<file path="config.mk">
export PLATFORM = sky130hd
export DESIGN_NAME = decode_sequencer_flat
export DESIGN_NICKNAME = d
export VERILOG_FILES = /design/src/rtl/project_pkg.sv /design/src/rtl/decode_sequencer_if.sv /design/src/rtl/decode_sequencer_sram_port_mux.sv /design/src/rtl/decode_sequencer.sv /design/src/flat_wrapper.sv
export SDC_FILE = /design/constraint.sdc
export NUM_CORES = 1
export LEC_CHECK = 0
export BUFFER_PORTS_ARGS = -buffer_cell sky130_fd_sc_hd__clkbuf_2
export CORE_ASPECT_RATIO = 0.7
export CORE_MARGIN = 2
export CORE_UTILIZATION = 40
export CTS_BUF_LIST = sky130_fd_sc_hd__clkbuf_16
export DETAILED_ROUTE_END_ITERATION = 12
export GPL_ROUTABILITY_DRIVEN = 0
export GPL_TIMING_DRIVEN = 0
export PLACE_DENSITY = 0.74
export RECOVER_POWER = 100
export SKIP_LAST_GASP = 1
export SLEW_MARGIN = 25
export SYNTH_ARGS = -nofsm -noshare
export SYNTH_HDL_FRONTEND = slang
export SYNTH_SLANG_ARGS = --single-unit
</file>
<file path="constraint.sdc">
create_clock -name CLOCK_50_I -period 2.2 [get_ports CLOCK_50_I]
set_input_delay 0.22 -clock CLOCK_50_I [delete_from_list [all_inputs] [get_ports CLOCK_50_I]]
set_output_delay 0.22 -clock CLOCK_50_I [all_outputs]
set_load 0.03 [all_outputs]
</file>
<file path="src/rtl/project_pkg.sv">
// Shared types and constants for the image-decode SRAM sequencer.
package project_pkg;

  localparam int SRAM_AW = 18;
  localparam int SRAM_DW = 16;

  typedef enum logic [2:0] {
    S_SEQ_IDLE      = 3'd0,
    S_SEQ_UART_INIT = 3'd1,
    S_SEQ_UART_RX   = 3'd2,
    S_SEQ_M2        = 3'd3,
    S_SEQ_M1        = 3'd4,
    S_SEQ_DONE      = 3'd5
  } seq_state_type;

  localparam logic [1:0] MODE_FULL = 2'd0;
  localparam logic [1:0] MODE_M1   = 2'd1;
  localparam logic [1:0] MODE_M2   = 2'd2;
  localparam logic [1:0] MODE_NONE = 2'd3;

  typedef struct packed {
    logic [SRAM_AW-1:0] addr;
    logic [SRAM_DW-1:0] wdata;
    logic               we_n;
  } sram_req_t;

endpackage

</file>
<file path="src/rtl/decode_sequencer_if.sv">
// Requester, handshake and SRAM-port bundle around the decode sequencer.
interface decode_sequencer_if;
  import project_pkg::*;

  logic               UART_RX_I;
  logic [1:0]         mode_i;
  logic [SRAM_AW-1:0] uart_addr_i, m2_addr_i, m1_addr_i, vga_addr_i;
  logic [SRAM_DW-1:0] uart_wdata_i, m2_wdata_i, m1_wdata_i;
  logic               uart_we_n_i, m2_we_n_i, m1_we_n_i;
  logic               uart_init_o, uart_enable_o;
  logic               m2_start_o, m2_done_i, m1_start_o, m1_done_i;
  logic               vga_enable_o;
  logic [SRAM_AW-1:0] sram_addr_o;
  logic [SRAM_DW-1:0] sram_wdata_o;
  logic               sram_we_n_o;
  logic [2:0]         owner_o;
  logic               timeout_err_o;

  // Environment side: requesters, milestones, VGA and SRAM controller.
  modport master (
    output UART_RX_I, mode_i,
    output uart_addr_i, uart_wdata_i, uart_we_n_i,
    output m2_addr_i, m2_wdata_i, m2_we_n_i, m2_done_i,
    output m1_addr_i, m1_wdata_i, m1_we_n_i, m1_done_i,
    output vga_addr_i,
    input  uart_init_o, uart_enable_o, m2_start_o, m1_start_o, vga_enable_o,
    input  sram_addr_o, sram_wdata_o, sram_we_n_o, owner_o, timeout_err_o
  );

  // Sequencer side.
  modport slave (
    input  UART_RX_I, mode_i,
    input  uart_addr_i, uart_wdata_i, uart_we_n_i,
    input  m2_addr_i, m2_wdata_i, m2_we_n_i, m2_done_i,
    input  m1_addr_i, m1_wdata_i, m1_we_n_i, m1_done_i,
    input  vga_addr_i,
    output uart_init_o, uart_enable_o, m2_start_o, m1_start_o, vga_enable_o,
    output sram_addr_o, sram_wdata_o, sram_we_n_o, owner_o, timeout_err_o
  );
endinterface

</file>
<file path="src/rtl/decode_sequencer_sram_port_mux.sv">
// Combinational 4-way SRAM request selector keyed on the current owner.
module sram_port_mux
  import project_pkg::*;
(
  input  seq_state_type      owner,
  input  sram_req_t          uart_req,
  input  sram_req_t          m2_req,
  input  sram_req_t          m1_req,
  input  logic [SRAM_AW-1:0] vga_addr,
  output sram_req_t          sram_req
);
  always_comb begin
    sram_req = '{addr: vga_addr, wdata: '0, we_n: 1'b1};
    case (owner)
      S_SEQ_UART_INIT,
      S_SEQ_UART_RX: sram_req = uart_req;
      S_SEQ_M2:      sram_req = m2_req;
      S_SEQ_M1:      sram_req = m1_req;
      default:       sram_req = '{addr: vga_addr, wdata: '0, we_n: 1'b1};
    endcase
  end
endmodule

</file>
<file path="src/rtl/decode_sequencer.sv">
// SRAM ownership sequencer: UART receive, then M2/M1 decode with watchdogs,
// then hand the port back to the VGA reader.
module decode_sequencer
  import project_pkg::*;
#(
  parameter logic [25:0] UART_TIMEOUT = 26'd49999999,
  parameter logic [25:0] MS_TIMEOUT   = 26'd50000000
) (
  input logic               CLOCK_50_I,
  input logic               resetn,
  decode_sequencer_if.slave bus
);
  seq_state_type state;
  logic [25:0]   timer;
  logic          vga_en, uart_init, uart_en, m1_start, m2_start, err;
  sram_req_t     sram_req;

  always_ff @(posedge CLOCK_50_I or negedge resetn) begin
    if (!resetn) begin
      state     <= S_SEQ_IDLE;
      timer     <= '0;
      vga_en    <= 1'b1;
      uart_init <= 1'b0;
      uart_en   <= 1'b0;
      m1_start  <= 1'b0;
      m2_start  <= 1'b0;
      err       <= 1'b0;
    end else begin
      uart_init <= 1'b0;
      m1_start  <= 1'b0;
      m2_start  <= 1'b0;
      case (state)
        S_SEQ_IDLE:
          if (!bus.UART_RX_I) begin
            state     <= S_SEQ_UART_INIT;
            uart_init <= 1'b1;
            timer     <= '0;
            vga_en    <= 1'b0;
          end
        S_SEQ_UART_INIT: begin
          uart_en <= 1'b1;
          state   <= S_SEQ_UART_RX;
        end
        // A write in the expiry cycle restarts the idle window, so the exit
        // is always a full timeout after the last write.
        S_SEQ_UART_RX:
          if (!bus.uart_we_n_i) timer <= '0;
          else if (timer == UART_TIMEOUT) begin
            uart_en <= 1'b0;
            timer   <= '0;
            case (bus.mode_i)
              MODE_FULL, MODE_M2: begin state <= S_SEQ_M2; m2_start <= 1'b1; end
              MODE_M1:            begin state <= S_SEQ_M1; m1_start <= 1'b1; end
              default:            state <= S_SEQ_DONE;
            endcase
          end else timer <= timer + 26'd1;
        // done is checked before the watchdog so a coincident done wins.
        S_SEQ_M2:
          if (bus.m2_done_i) begin
            timer <= '0;
            if (bus.mode_i == MODE_FULL) begin
              state    <= S_SEQ_M1;
              m1_start <= 1'b1;
            end else state <= S_SEQ_DONE;
          end else if (timer == MS_TIMEOUT) begin
            err   <= 1'b1;
            timer <= '0;
            state <= S_SEQ_DONE;
          end else timer <= timer + 26'd1;
        S_SEQ_M1:
          if (bus.m1_done_i) begin
            timer <= '0;
            state <= S_SEQ_DONE;
          end else if (timer == MS_TIMEOUT) begin
            err   <= 1'b1;
            timer <= '0;
            state <= S_SEQ_DONE;
          end else timer <= timer + 26'd1;
        S_SEQ_DONE: begin
          vga_en <= 1'b1;
          timer  <= '0;
          state  <= S_SEQ_IDLE;
        end
        default: state <= S_SEQ_IDLE;
      endcase
    end
  end

  sram_port_mux u_mux (
    .owner    (state),
    .uart_req ('{addr: bus.uart_addr_i, wdata: bus.uart_wdata_i, we_n: bus.uart_we_n_i}),
    .m2_req   ('{addr: bus.m2_addr_i,   wdata: bus.m2_wdata_i,   we_n: bus.m2_we_n_i}),
    .m1_req   ('{addr: bus.m1_addr_i,   wdata: bus.m1_wdata_i,   we_n: bus.m1_we_n_i}),
    .vga_addr (bus.vga_addr_i),
    .sram_req (sram_req)
  );

  assign bus.sram_addr_o   = sram_req.addr;
  assign bus.sram_wdata_o  = sram_req.wdata;
  assign bus.sram_we_n_o   = sram_req.we_n;
  assign bus.owner_o       = state;
  assign bus.vga_enable_o  = vga_en;
  assign bus.uart_init_o   = uart_init;
  assign bus.uart_enable_o = uart_en;
  assign bus.m1_start_o    = m1_start;
  assign bus.m2_start_o    = m2_start;
  assign bus.timeout_err_o = err;
endmodule

</file>
<file path="src/flat_wrapper.sv">
// flat-port wrapper written by rule: the top's interface ports become plain ports
module decode_sequencer_flat import project_pkg::*;
#(
  parameter logic [25:0] UART_TIMEOUT = 26'd49999999,
  parameter logic [25:0] MS_TIMEOUT   = 26'd50000000
)
  (CLOCK_50_I, resetn, bus_UART_RX_I, bus_mode_i, bus_uart_addr_i, bus_uart_wdata_i, bus_uart_we_n_i, bus_m2_addr_i, bus_m2_wdata_i, bus_m2_we_n_i, bus_m2_done_i, bus_m1_addr_i, bus_m1_wdata_i, bus_m1_we_n_i, bus_m1_done_i, bus_vga_addr_i, bus_uart_init_o, bus_uart_enable_o, bus_m2_start_o, bus_m1_start_o, bus_vga_enable_o, bus_sram_addr_o, bus_sram_wdata_o, bus_sram_we_n_o, bus_owner_o, bus_timeout_err_o);
  decode_sequencer_if bus_i ();
  input logic CLOCK_50_I;
  input logic resetn;
  input wire logic [$bits(bus_i.UART_RX_I)-1:0] bus_UART_RX_I;
  input wire logic [$bits(bus_i.mode_i)-1:0] bus_mode_i;
  input wire logic [$bits(bus_i.uart_addr_i)-1:0] bus_uart_addr_i;
  input wire logic [$bits(bus_i.uart_wdata_i)-1:0] bus_uart_wdata_i;
  input wire logic [$bits(bus_i.uart_we_n_i)-1:0] bus_uart_we_n_i;
  input wire logic [$bits(bus_i.m2_addr_i)-1:0] bus_m2_addr_i;
  input wire logic [$bits(bus_i.m2_wdata_i)-1:0] bus_m2_wdata_i;
  input wire logic [$bits(bus_i.m2_we_n_i)-1:0] bus_m2_we_n_i;
  input wire logic [$bits(bus_i.m2_done_i)-1:0] bus_m2_done_i;
  input wire logic [$bits(bus_i.m1_addr_i)-1:0] bus_m1_addr_i;
  input wire logic [$bits(bus_i.m1_wdata_i)-1:0] bus_m1_wdata_i;
  input wire logic [$bits(bus_i.m1_we_n_i)-1:0] bus_m1_we_n_i;
  input wire logic [$bits(bus_i.m1_done_i)-1:0] bus_m1_done_i;
  input wire logic [$bits(bus_i.vga_addr_i)-1:0] bus_vga_addr_i;
  output wire logic [$bits(bus_i.uart_init_o)-1:0] bus_uart_init_o;
  output wire logic [$bits(bus_i.uart_enable_o)-1:0] bus_uart_enable_o;
  output wire logic [$bits(bus_i.m2_start_o)-1:0] bus_m2_start_o;
  output wire logic [$bits(bus_i.m1_start_o)-1:0] bus_m1_start_o;
  output wire logic [$bits(bus_i.vga_enable_o)-1:0] bus_vga_enable_o;
  output wire logic [$bits(bus_i.sram_addr_o)-1:0] bus_sram_addr_o;
  output wire logic [$bits(bus_i.sram_wdata_o)-1:0] bus_sram_wdata_o;
  output wire logic [$bits(bus_i.sram_we_n_o)-1:0] bus_sram_we_n_o;
  output wire logic [$bits(bus_i.owner_o)-1:0] bus_owner_o;
  output wire logic [$bits(bus_i.timeout_err_o)-1:0] bus_timeout_err_o;
  assign bus_i.UART_RX_I = bus_UART_RX_I;
  assign bus_i.mode_i = bus_mode_i;
  assign bus_i.uart_addr_i = bus_uart_addr_i;
  assign bus_i.uart_wdata_i = bus_uart_wdata_i;
  assign bus_i.uart_we_n_i = bus_uart_we_n_i;
  assign bus_i.m2_addr_i = bus_m2_addr_i;
  assign bus_i.m2_wdata_i = bus_m2_wdata_i;
  assign bus_i.m2_we_n_i = bus_m2_we_n_i;
  assign bus_i.m2_done_i = bus_m2_done_i;
  assign bus_i.m1_addr_i = bus_m1_addr_i;
  assign bus_i.m1_wdata_i = bus_m1_wdata_i;
  assign bus_i.m1_we_n_i = bus_m1_we_n_i;
  assign bus_i.m1_done_i = bus_m1_done_i;
  assign bus_i.vga_addr_i = bus_vga_addr_i;
  assign bus_uart_init_o = bus_i.uart_init_o;
  assign bus_uart_enable_o = bus_i.uart_enable_o;
  assign bus_m2_start_o = bus_i.m2_start_o;
  assign bus_m1_start_o = bus_i.m1_start_o;
  assign bus_vga_enable_o = bus_i.vga_enable_o;
  assign bus_sram_addr_o = bus_i.sram_addr_o;
  assign bus_sram_wdata_o = bus_i.sram_wdata_o;
  assign bus_sram_we_n_o = bus_i.sram_we_n_o;
  assign bus_owner_o = bus_i.owner_o;
  assign bus_timeout_err_o = bus_i.timeout_err_o;
  decode_sequencer #(.UART_TIMEOUT(UART_TIMEOUT), .MS_TIMEOUT(MS_TIMEOUT)) u_core (.CLOCK_50_I(CLOCK_50_I), .resetn(resetn), .bus(bus_i));
endmodule
</file>
==> results of run 1 <==
-- sequential cells by signal, summed over array words and instances, names as in the netlist --
signal,count
u_core.bus.m1_start_o,1
u_core.bus.timeout_err_o,1
u_core.bus.m2_start_o,1
u_core.bus.uart_init_o,1
u_core.bus.owner_o,3
u_core.bus.vga_enable_o,1
u_core.timer,26
u_core.bus.uart_enable_o,1
-- metrics by stage --
stage	setup TNS (ns)	utilization	power, mW	setup slack (ns)	hold slack [ns]
final	-0.644	0.606	1.91	-0.0888	0.116
after global routing	-3.48	0.606	2.01	-0.156	0.116
after CTS	-0.294	0.574	1.89	-0.0475	0.115
after detailed placement	-11.77	0.537	1.16	-0.350	0.408
after global placement	-9.74	0.537	1.14	-0.278	0.385
after floorplan	-1.07	-	0.940	-0.119	-0.0756
-- layer usage --
metal | GRT usage | routed length [um]
met1 | 0.352 | 5780
met2 | 0.399 | 6310
met3 | 0.0421 | 985
met4 | 0.0530 | 160
met5 | 0 | 0
-- worst max-delay path by stage --
stage,endpoint,slack [ns],cells after the start
after floorplan,bus_sram_wdata_o[10],-0.12,6
after global placement,u_core.timer[25]$_DFFE_PN0P_,-0.28,7
after detailed placement,u_core.timer[25]$_DFFE_PN0P_,-0.35,7
after CTS,u_core.timer[24]$_DFFE_PN0P_,-0.05,7
after global routing,u_core.timer[24]$_DFFE_PN0P_,-0.16,6
final,u_core.timer[24]$_DFFE_PN0P_,-0.09,6
-- cell families after synthesis --
family | count (synthesis) | share of synthesized area
xor gates and xnor gates | 12 | 0.0303
adders and majority gates | 2 | 0.00722
muxes | 71 | 0.205
DFF | 35 | 0.253
buffers and inverters | 44 | 0.0534
AOI/OAI and AO/OA | 99 | 0.163
and+or+nand+nor | 204 | 0.288
-- power by group --
part	switching [mW]	internal, mW	leakage (nW)	total, mW
sequential	0.0244	0.667	0.472	0.692
combinational	0.290	0.259	1.69	0.549
clock	0.263	0.409	0.0762	0.672
-- cell type report --
class	instances	share of cell area
Tap cell	120	0.0294
Clock buffer	5	0.0245
Clock inverter	3	0.00245
Multi-Input combinational cell	388	0.513
Inverter	11	0.00807
Timing Repair Buffer	196	0.208
Sequential cell	35	0.172
Buffer	30	0.0416
-- worst max-delay path, stage by stage, from the launching register on --
cell       delay [ns]
dfrtp_1          0.41
o21bai_1         0.39
o2111ai_4        0.15
or4_4            0.59
buf_6            0.15
or4_4            0.41
a21oi_2          0.12
-- placed cells by master, fill, tap and decap left out, drive strengths merged, types with 2 or more instances in the layout --
cell     instances
nor4b            2
and2             3
o22ai            2
o21ai           44
inv             13
nor2            43
nand2           71
or2              2
a31oi            4
clkbuf         195
nand4            5
a22o             3
dfrtp           34
o2111ai          2
mux2i           71
xnor2           12
ha               2
a21o             2
or3              3
nor4            11
nor3            14
a21oi           32
or4              4
o31ai            4
o211ai           3
and4             4
buf             36
nor2b            6
and3             4
nand3           28
-- timing repair --
item,4_1_cts,5_1_grt
resized for setup,45,60
setup buffers,7,14
pin swaps,3,23
endpoints found under the setup margin,59,62
gates cloned,0,2
==> results by group, run 1 <==
Run status
  • Status: complete, but fails checks
  • Failing checks: capacitance limit, slew limit, setup timing

Synthesis
  • Syn Nets: about 600
  • Post-synth EDFFs: 0
  • Number of distinct library cells after synthesis: between 40 and 50
  • Synthesized area: 0.00347 sq mm
  • Flops & latches, synth: 35
  • Largest area contributor in the netlist: dfrtp_1
  • Sequential share of the synthesized area: 0.253
  • Most common library cells after synthesis: 71 x mux2i_1, 71 x nand2_1, 43 x nor2_1, 43 x o21ai_0, 34 x dfrtp_1
  • Synth area leaders: dfrtp_1 25%, mux2i_1 21%, nand2_1 7.7%, o21ai_0 6.2%, nor2_1 4.7%
  • Syn Area/Cell: 7.42 sq um
  • Area share of the largest cell type after synthesis: 0.245
  • Dominant synthesized flop cell: dfrtp_1
  • Async set-reset flop share out of synthesis: 1.00
  • Cells after Synth: 467
  • Synthesis warning total: 0

CTS
  • Clock slew at reported path FFs: around 0.06 ns
  • Hold buffer count at cts: 0
  • Root buf cell: clkbuf_16
  • Clock latency reported for the late side of the worst-skew pair: ~0.28 ns
  • CTS tree: yes
  • CTS buffer count: 5
  • Worst-case clock buffer depth: 2
  • H-tree Lvls: 2
  • Clock sink count: 35

Final layout
  • Fin nets: around 800
  • Final instance count without filler cells: 788
  • Fin area: 0.00511 sq mm
  • Antenna Diode Count: 0
  • Share of cells above drive strength 1: 0.412
  • Sequential cell area: between 800 and 900 sq um
  • Syn-to-layout area delta: 47.6%
  • Multi-input logic area: 0.00263 sq mm
  • Fillers: around 760

Timing
  • Fin crit period: 2.29 ns
  • Max Freq: 437 MHz
  • Slew HR: -0.319
  • Endpoints failing setup: 22
  • Slew Viols, Final: 36
  • Slew @ Worst Pin: 1.98 ns
  • Fin crit share: 1.04
  • Final WS setup: -0.0888 ns
  • RSZ-0062 raised after global routing: true
  • Layout Skew: 0.00669 ns
  • Final Hold Fails: 0

Floorplanning
  • Die H: 81.9 um
  • Core Area: 0.00844 sq mm
  • Die ar.: 0.00944 sq mm
  • Rows: 28
  • Chip width: 115 um
  • Io pins: 174
  • Initial Utilization: 0.410

Pwr
  • Pwr Density: 374 mW/mm^2
  • VDD IR max: approximately 410 uV
  • Leakage: 2.23 nW

Placed design
  • Placed Cells: 760
  • Final HPWL DP: 9.70 mm
  • Placed cell area: between 0.004 and 0.005 sq mm
  • Port bufs: 173

Route
  • Detailed Route WL: 13.2 mm
  • DR vias: 4444
  • Avg WL per Cell: 16.8 um
  • Routed Antenna Nets: 0
  • TritonRoute pass-1 iters: 5
  • Number of DRC markers in iteration 0: 427
  • DR DRC count: 0
  • Vias per Instance: 5.64

Worst setup path
  • Worst r2r path cells: 6
  • Crit path launch: u_core.bus.owner_o[0]$_DFFE_PN0P_
  • CP required: about 2.4 ns
  • Reg2reg end: u_core.timer[24]$_DFFE_PN0P_
  • Critical path arrival: 2.50 ns
  • CP Capture Type: flip-flop
  • FF-to-FF setup slack: -0.09 ns
  • Setup crit start kind: flip-flop
  • CP max FO: 5
  • WS Path Type: reg2reg
  • Reg2reg start: u_core.bus.owner_o[0]$_DFFE_PN0P_

Job
  • Max Cap Violations: 1

Global routing
  • Pin count of the biggest net entering global routing: 36
  • GR Overflow Total: 0
  • Number of global-route vias before repair: 3932
  • First-pass GRT wire length: 19.0 mm
  • Initial antenna violation count: 0
  • GRT Util Overall: 0.249

Worst hold path
  • Hold_sp: bus_mode_i[1]
  • Hold Crit Class: in2reg
  • Hold Crit Depth: 2
  • Endpoint, Worst Hold: u_core.bus.m1_start_o$_DFF_PN0_
Power figures use the tool's default switching activity.
==> inputs of run 2 (changes only) <==
- CELL_PAD_IN_SITES_DETAIL_PLACEMENT: not set -> 0
- CELL_PAD_IN_SITES_GLOBAL_PLACEMENT: not set -> 2
- CORE_UTILIZATION: 40 -> 22
- CTS_CLUSTER_SIZE: not set -> 20
- PLACE_DENSITY: 0.74 -> not set
- PLACE_DENSITY_LB_ADDON: not set -> 0.1
- SLEW_MARGIN: 25 -> not set
==> results by group, run 2 (same netlist as run 1, synthesis figures left out) <==
Floorplanning
  • Initial Utilization: 0.224 (-0.186)
  • Die H: 109 um (+33%)
  • Chip width: 154 um (+34%)
  • Io pins: 174 (unchanged)
  • Core Area: 0.0155 sq mm (+83%)
  • Die ar.: 0.0168 sq mm (+78%)
  • Rows: 38 (+36%)

Job
  • Max Cap Violations: 0 (-1)

Route
  • Avg WL per Cell: 16.6 um (-0.84%)
  • TritonRoute pass-1 iters: 4 (-1)
  • Vias per Instance: 4.83 (-14%)
  • Number of DRC markers in iteration 0: 204 (-52%)
  • Detailed Route WL: 14.5 mm (+9.4%)
  • DR vias: 4200 (-5.5%)
  • Routed Antenna Nets: 0 (unchanged)
  • DR DRC count: 0 (unchanged)

Placed design
  • Place WS: -0.476 ns (-0.126 ns)
  • Port bufs: 173 (unchanged)
  • Final HPWL DP: 11.1 mm (+14%)
  • Placed cell area: 0.00463 sq mm (+2.2%)
  • Placed Cells: 840 (+11%)

Timing
  • Fin crit period: 2.23 ns (-0.0615 ns)
  • Max Freq: 449 MHz (+2.8%)
  • Fin crit share: 1.01 (-0.0280)
  • Final WS setup: -0.0273 ns (+0.0615 ns)
  • RSZ-0062 raised after global routing: true
  • Slew @ Worst Pin: 0.949 ns (-1.03 ns)
  • Final Hold Fails: 0 (unchanged)
  • Slew Viols, Final: 0 (-100%)
  • Setup TNS: -0.0273 ns (+0.617 ns)
  • Slew HR: 0.367 (+0.686)
  • Layout Skew: 0.00949 ns (+0.00280 ns)
  • Endpoints failing setup: 1 (-95%)
  • Fin Hold WS: 0.0749 ns (-0.0408 ns)

Worst setup path
  • WS Path Type: reg2reg
  • Slowest-stage cell, CP: or4_4
  • CP required: 2.41 ns (about the same)
  • CP cell instances: ha_4 -> and4_4 -> o2111ai_4 -> or4_4 -> buf_6 -> or4_1 -> a21oi_2
  • Critical path arrival: 2.44 ns (-0.06 ns)
  • Setup crit start kind: flip-flop
  • CP max FO: 8 (+3)
  • Max incr delay on CP: 0.53 ns (-0.06 ns)
  • CP Capture Type: flip-flop

CTS
  • Root buf cell: clkbuf_16
  • H-tree Lvls: 2 (unchanged)
  • Clock slew at reported path FFs: 0.06 ns (about the same)
  • Worst-case clock buffer depth: 2 (unchanged)
  • CTS buffer count: 5 (unchanged)
  • Clock latency reported for the late side of the worst-skew pair: 0.29 ns (about the same)
  • CTS tree: yes
  • Clock sink count: 35 (unchanged)

Global routing
  • GR Overflow Total: 0 (unchanged)
  • Number of global-route vias before repair: 4069 (+3.5%)
  • Pin count of the biggest net entering global routing: 36 (unchanged)
  • Initial antenna violation count: 0 (unchanged)
  • GRT Util Overall: 0.171 (-0.0781)
  • First-pass GRT wire length: 22.6 mm (+19%)

Final layout
  • Syn-to-layout area delta: 51.2%
  • Fillers: 1683 (+120%)
  • Sequential cell area: 885 sq um (+0.28%)
  • Leading cell type in the layout, fill and taps excluded: clkbuf_2
  • Final instance count without filler cells: 869 (+10%)
  • Fin area: 0.00524 sq mm (+2.4%)
  • Register bank with the most flops: u_core.timer
  • Commonest cells after routing, fill and taps aside: 164 x clkbuf_2, 71 x mux2i_1, 70 x nand2_1
  • Max reg flops: 26 (unchanged)
  • Antenna Diode Count: 0 (unchanged)
  • Finished Core Util: 0.339 (-0.267)
  • Fin nets: 800 (+0.13%)
  • Multi-input logic area: 0.00261 sq mm (-0.81%)
  • Share of cells above drive strength 1: 0.414 (+0.00237)

Pwr
  • VDD IR max: 286 uV (-31%)
  • Leakage: 2.22 nW (-0.40%)
  • Total Power: 1.91 mW (about the same)
  • Pwr Density: 365 mW/mm^2 (-2.3%)

Run status
  • Failing checks: setup timing
  • Status: complete, but fails checks

Worst hold path
  • Hold Crit Class: in2async
run 2: cell types whose count changed in the layout (fill, tap and decap cells not counted), sizes merged:
cell	before	now
clkinvlp	0	2
buf	36	42
clkbuf	195	190
inv	13	11
run 2: critical path: cells and delay by family, from the launching register on:
family                   cells  cell delay [ns]
AO/OA/AOI/OAI                2             0.25
adder cells (fa/ha/maj)      1             0.15
flip-flops                   1             0.41
AND/OR/NAND/NOR              3             1.18
buffers and inverters        1             0.16
run 2: path summary, 6_finish.rpt:
path / startpoint / endpoint / slack, ns / cells after the start
worst max-delay path: u_core.timer[0]$_DFFE_PN0P_ / u_core.timer[24]$_DFFE_PN0P_ / -0.03 / 7
worst min-delay path: resetn / u_core.timer[0]$_DFFE_PN0P_ / 0.07 / 1
worst max register to register: u_core.timer[0]$_DFFE_PN0P_ / u_core.timer[24]$_DFFE_PN0P_ / -0.03 / 7
worst min register to register: u_core.bus.timeout_err_o$_DFFE_PN0P_ / u_core.bus.timeout_err_o$_DFFE_PN0P_ / 0.48 / 1
max in group asynchronous: resetn / u_core.bus.owner_o[1]$_DFFE_PN0P_ / 1.48 / 1
min in group CLOCK_50_I: bus_mode_i[1] / u_core.bus.m1_start_o$_DFF_PN0_ / 0.14 / 2
run 2: layout make-up:
| class | count | area share |
|---|---|---|
| Timing Repair Buffer | 196 | 0.202 |
| Clock inverter | 3 | 0.00382 |
| Sequential cell | 35 | 0.169 |
| Clock buffer | 5 | 0.0239 |
| Buffer | 31 | 0.0490 |
| Tap cell | 200 | 0.0478 |
| Inverter | 11 | 0.00788 |
| Multi-Input combinational cell | 388 | 0.497 |
run 2: what timing repair did:
action	in CTS	in global routing
endpoints found under the setup margin	62	60
setup buffers	15	7
cloned	1	0
hold buffers	0	0
hold endpoints to repair	0	0
pin swaps	21	9
resized for setup	75	44
run 2: power by group:
group | internal (mW) | switching (mW) | total (mW)
Sequential | 0.667 | 0.0259 | 0.693
Combinational | 0.243 | 0.274 | 0.516
Clock | 0.417 | 0.288 | 0.706
run 2: routing by layer:
layer | vias to the layer above | GRT usage | part of all wire
met2 | 125 | 0.264 | 0.44
met5 | - | 0 | 0
met1 | 1988 | 0.250 | 0.49
met4 | 0 | 0.0234 | 0.0076
met3 | 8 | 0.0358 | 0.057
li1 | 2079 | - | -
==> inputs of run 3 (changes only) <==
- PLACE_DENSITY: not set -> 0.8
- PLACE_DENSITY_LB_ADDON: 0.1 -> not set
==> results by group, run 3 (same netlist as run 1, synthesis figures left out) <==
Timing
  • Setup TNS: -0.142 ns (-0.114 ns)
  • Endpoints failing setup: 14 (+13)
  • Slew Viols, Final: 0 (unchanged)
  • Slew @ Worst Pin: 0.926 ns (-0.0226 ns)
  • Layout Skew: 0.00499 ns (-0.00450 ns)
  • Final Hold Fails: 0 (unchanged)
  • Slew HR: 0.382 (+0.0151)
  • Fin Hold WS: 0.0709 ns (-0.00392 ns)
  • Fin crit share: 1.01 (-0.00237)
  • Max Freq: 450 MHz (+0.23%)
  • Final WS setup: -0.0221 ns (+0.00522 ns)
  • Fin crit period: 2.22 ns (-0.00522 ns)
  • RSZ-0062 raised after global routing: true

Global routing
  • Initial antenna violation count: 0 (unchanged)
  • GRT Util Overall: 0.156 (-0.0149)
  • Pin count of the biggest net entering global routing: 36 (unchanged)
  • GR Overflow Total: 0 (unchanged)
  • Number of global-route vias before repair: 3994 (-1.8%)
  • First-pass GRT wire length: 20.8 mm (-7.9%)

Route
  • TritonRoute pass-1 iters: 4 (unchanged)
  • Vias per Instance: 4.87 (+0.71%)
  • DR vias: 4220 (+0.48%)
  • Avg WL per Cell: 15.9 um (-4.6%)
  • Number of DRC markers in iteration 0: 233 (+14%)
  • Routed Antenna Nets: 0 (unchanged)
  • DR DRC count: 0 (unchanged)
  • Detailed Route WL: 13.8 mm (-4.8%)

Pwr
  • Net Sw Frac: 0.302 (-0.00536)
  • Total Power: 1.91 mW (about the same)
  • Leakage: 2.20 nW (-0.98%)
  • Comb power frac: 0.284 (+0.014)
  • Internal power: 1.34 mW (+0.73%)
  • Clock power share: 0.356 (-0.012)
  • Pwr Density: 373 mW/mm^2 (+2.1%)
  • VDD IR max: 238 uV (-17%)
  • Part of the power in registers: 0.360 (-0.002)
  • Net switching power: 577 uW (-1.8%)

Worst hold path
  • Hold Crit Class: in2async

Worst setup path
  • Setup crit start kind: flip-flop
  • Worst path bufs/invs: 2 (+1)
  • FF-to-FF setup slack: -0.02 ns (about the same)
  • CP cell instances: or4b_4 -> nor4b_4 -> a31oi_2 -> nor3_4 -> buf_4 -> buf_6 -> nor2_1
  • Reg2reg end: u_core.timer[18]$_DFFE_PN0P_
  • Slowest-stage cell, CP: or4b_4
  • CP max FO: 7 (-1)
  • CP required: 2.36 ns (-0.05 ns)
  • Largest delay share family, worst path: simple AND/OR/NAND/NOR gates
  • Worst r2r path cells: 7 (unchanged)
  • Reg2reg start: u_core.timer[6]$_DFFE_PN0P_
  • CP Capture Type: flip-flop
  • WS Path Type: reg2reg
  • Max incr delay on CP: 0.56 ns (+0.03 ns)
  • Critical path arrival: 2.39 ns (-0.05 ns)

CTS
  • Clock sink count: 35 (unchanged)
  • Worst-case clock buffer depth: 2 (unchanged)
  • Hold buffer count at cts: 0 (unchanged)
  • Clock latency reported for the late side of the worst-skew pair: 0.28 ns (about the same)
  • CTS buffer count: 5 (unchanged)
  • Clock slew at reported path FFs: 0.06 ns (about the same)
  • H-tree Lvls: 2 (unchanged)
  • CTS tree: yes
  • Root buf cell: clkbuf_16

Job
  • Max Cap Violations: 0 (unchanged)

Floorplanning
  • Rows: 38 (unchanged)
  • Initial Utilization: 0.224 (unchanged)
  • Io pins: 174 (unchanged)
  • Core Area: 0.0155 sq mm (unchanged)
  • Chip width: 154 um (unchanged)
  • Die H: 109 um (unchanged)
  • Die ar.: 0.0168 sq mm (unchanged)

Final layout
  • Share of cells above drive strength 1: 0.397 (-0.0167)
  • Max reg flops: 26 (unchanged)
  • Fin nets: 798 (-0.25%)
  • Leading cell type in the layout, fill and taps excluded: clkbuf_2
  • Antenna Diode Count: 0 (unchanged)
  • Syn-to-layout area delta: 48.0%
  • Final instance count without filler cells: 867 (-0.23%)
  • Fin area: 0.00513 sq mm (-2.1%)
  • Register bank with the most flops: u_core.timer
  • Commonest cells after routing, fill and taps aside: 168 x clkbuf_2, 71 x mux2i_1, 71 x nand2_1
  • Finished Core Util: 0.332 (-0.00704)

Run status
  • Failing checks: setup timing
  • Status: complete, but fails checks

Placed design
  • Final HPWL DP: 10.5 mm (-5.5%)
  • Place WS: -0.529 ns (-0.0532 ns)
  • Placed cell area: 0.00463 sq mm (unchanged)
  • Port bufs: 173 (unchanged)
  • Placed Cells: 840 (unchanged)
[run 3: cell count changes in the layout (fill, tap and decap cells not counted), moves of 2 or more]
cell / before / now
buf_2: 5 / 2
buf_4: 22 / 25
buf_8: 3 / 0
inv_1: 10 / 12
buf_6: 12 / 6
clkbuf_2: 164 / 168
nor2_2: 10 / 5
nor2_1: 31 / 37
[run 3: what timing repair did]
item	in CTS	in global routing
setup buffers	19	2
setup endpoints to repair	59	52
resized for setup	64	23
cloned	1	0
pin swaps	21	6
[run 3: power groups by stage]
stage          sequential [mW]  combinational, mW  clock [mW]
3_5_place_dp             0.696              0.473           0
2_1_floorplan            0.691              0.249           0
5_1_grt                  0.692              0.601       0.733
3_3_place_gp             0.694              0.455           0
6_report                 0.689              0.543       0.681
4_1_cts                  0.688              0.544       0.700
[run 3: worst register-to-register path: stages, from the launching register on]
cell     delay, ns
dfrtp_2       0.42
or4b_4        0.56
nor4b_4       0.29
a31oi_2       0.27
nor3_4        0.21
buf_4         0.18
buf_6         0.14
nor2_1        0.04
[run 3: how the worst max path moves through the flow]
stage | endpoint | cells past startpoint | from
6_report | u_core.timer[18]$_DFFE_PN0P_ | 7 | u_core.timer[6]$_DFFE_PN0P_
5_1_grt | u_core.timer[18]$_DFFE_PN0P_ | 7 | u_core.timer[6]$_DFFE_PN0P_
4_1_cts | u_core.timer[11]$_DFFE_PN0P_ | 6 | u_core.timer[5]$_DFFE_PN0P_
3_5_place_dp | bus_sram_wdata_o[11] | 7 | u_core.bus.owner_o[2]$_DFFE_PN0P_
3_3_place_gp | bus_sram_wdata_o[10] | 7 | u_core.bus.owner_o[2]$_DFFE_PN0P_
2_1_floorplan | bus_sram_wdata_o[10] | 6 | u_core.bus.owner_o[0]$_DFFE_PN0P_
[run 3: routing by layer]
| layer | routed length (um) | track usage | vias up |
|---|---|---|---|
| met1 | 6480 | 0.215 | 2013 |
| li1 | - | - | 2066 |
| met2 | 6300 | 0.254 | 131 |
| met3 | 841 | 0.0310 | 10 |
| met5 | 0 | 0 | - |
| met4 | 140 | 0.0334 | 0 |
[run 3: final cells by class]
| class | count | area [sq um] |
|---|---|---|
| fillers | 1684 | 10300 |
| multi-input cells | 388 | 2560 |
| repair buffers | 195 | 1030 |
| flip-flops and latches | 35 | 886 |
| well taps | 200 | 250 |
| plain buffers | 30 | 223 |
| clock buffers | 5 | 125 |
| inverters | 11 | 41.3 |
| clock inverters | 3 | 16.3 |
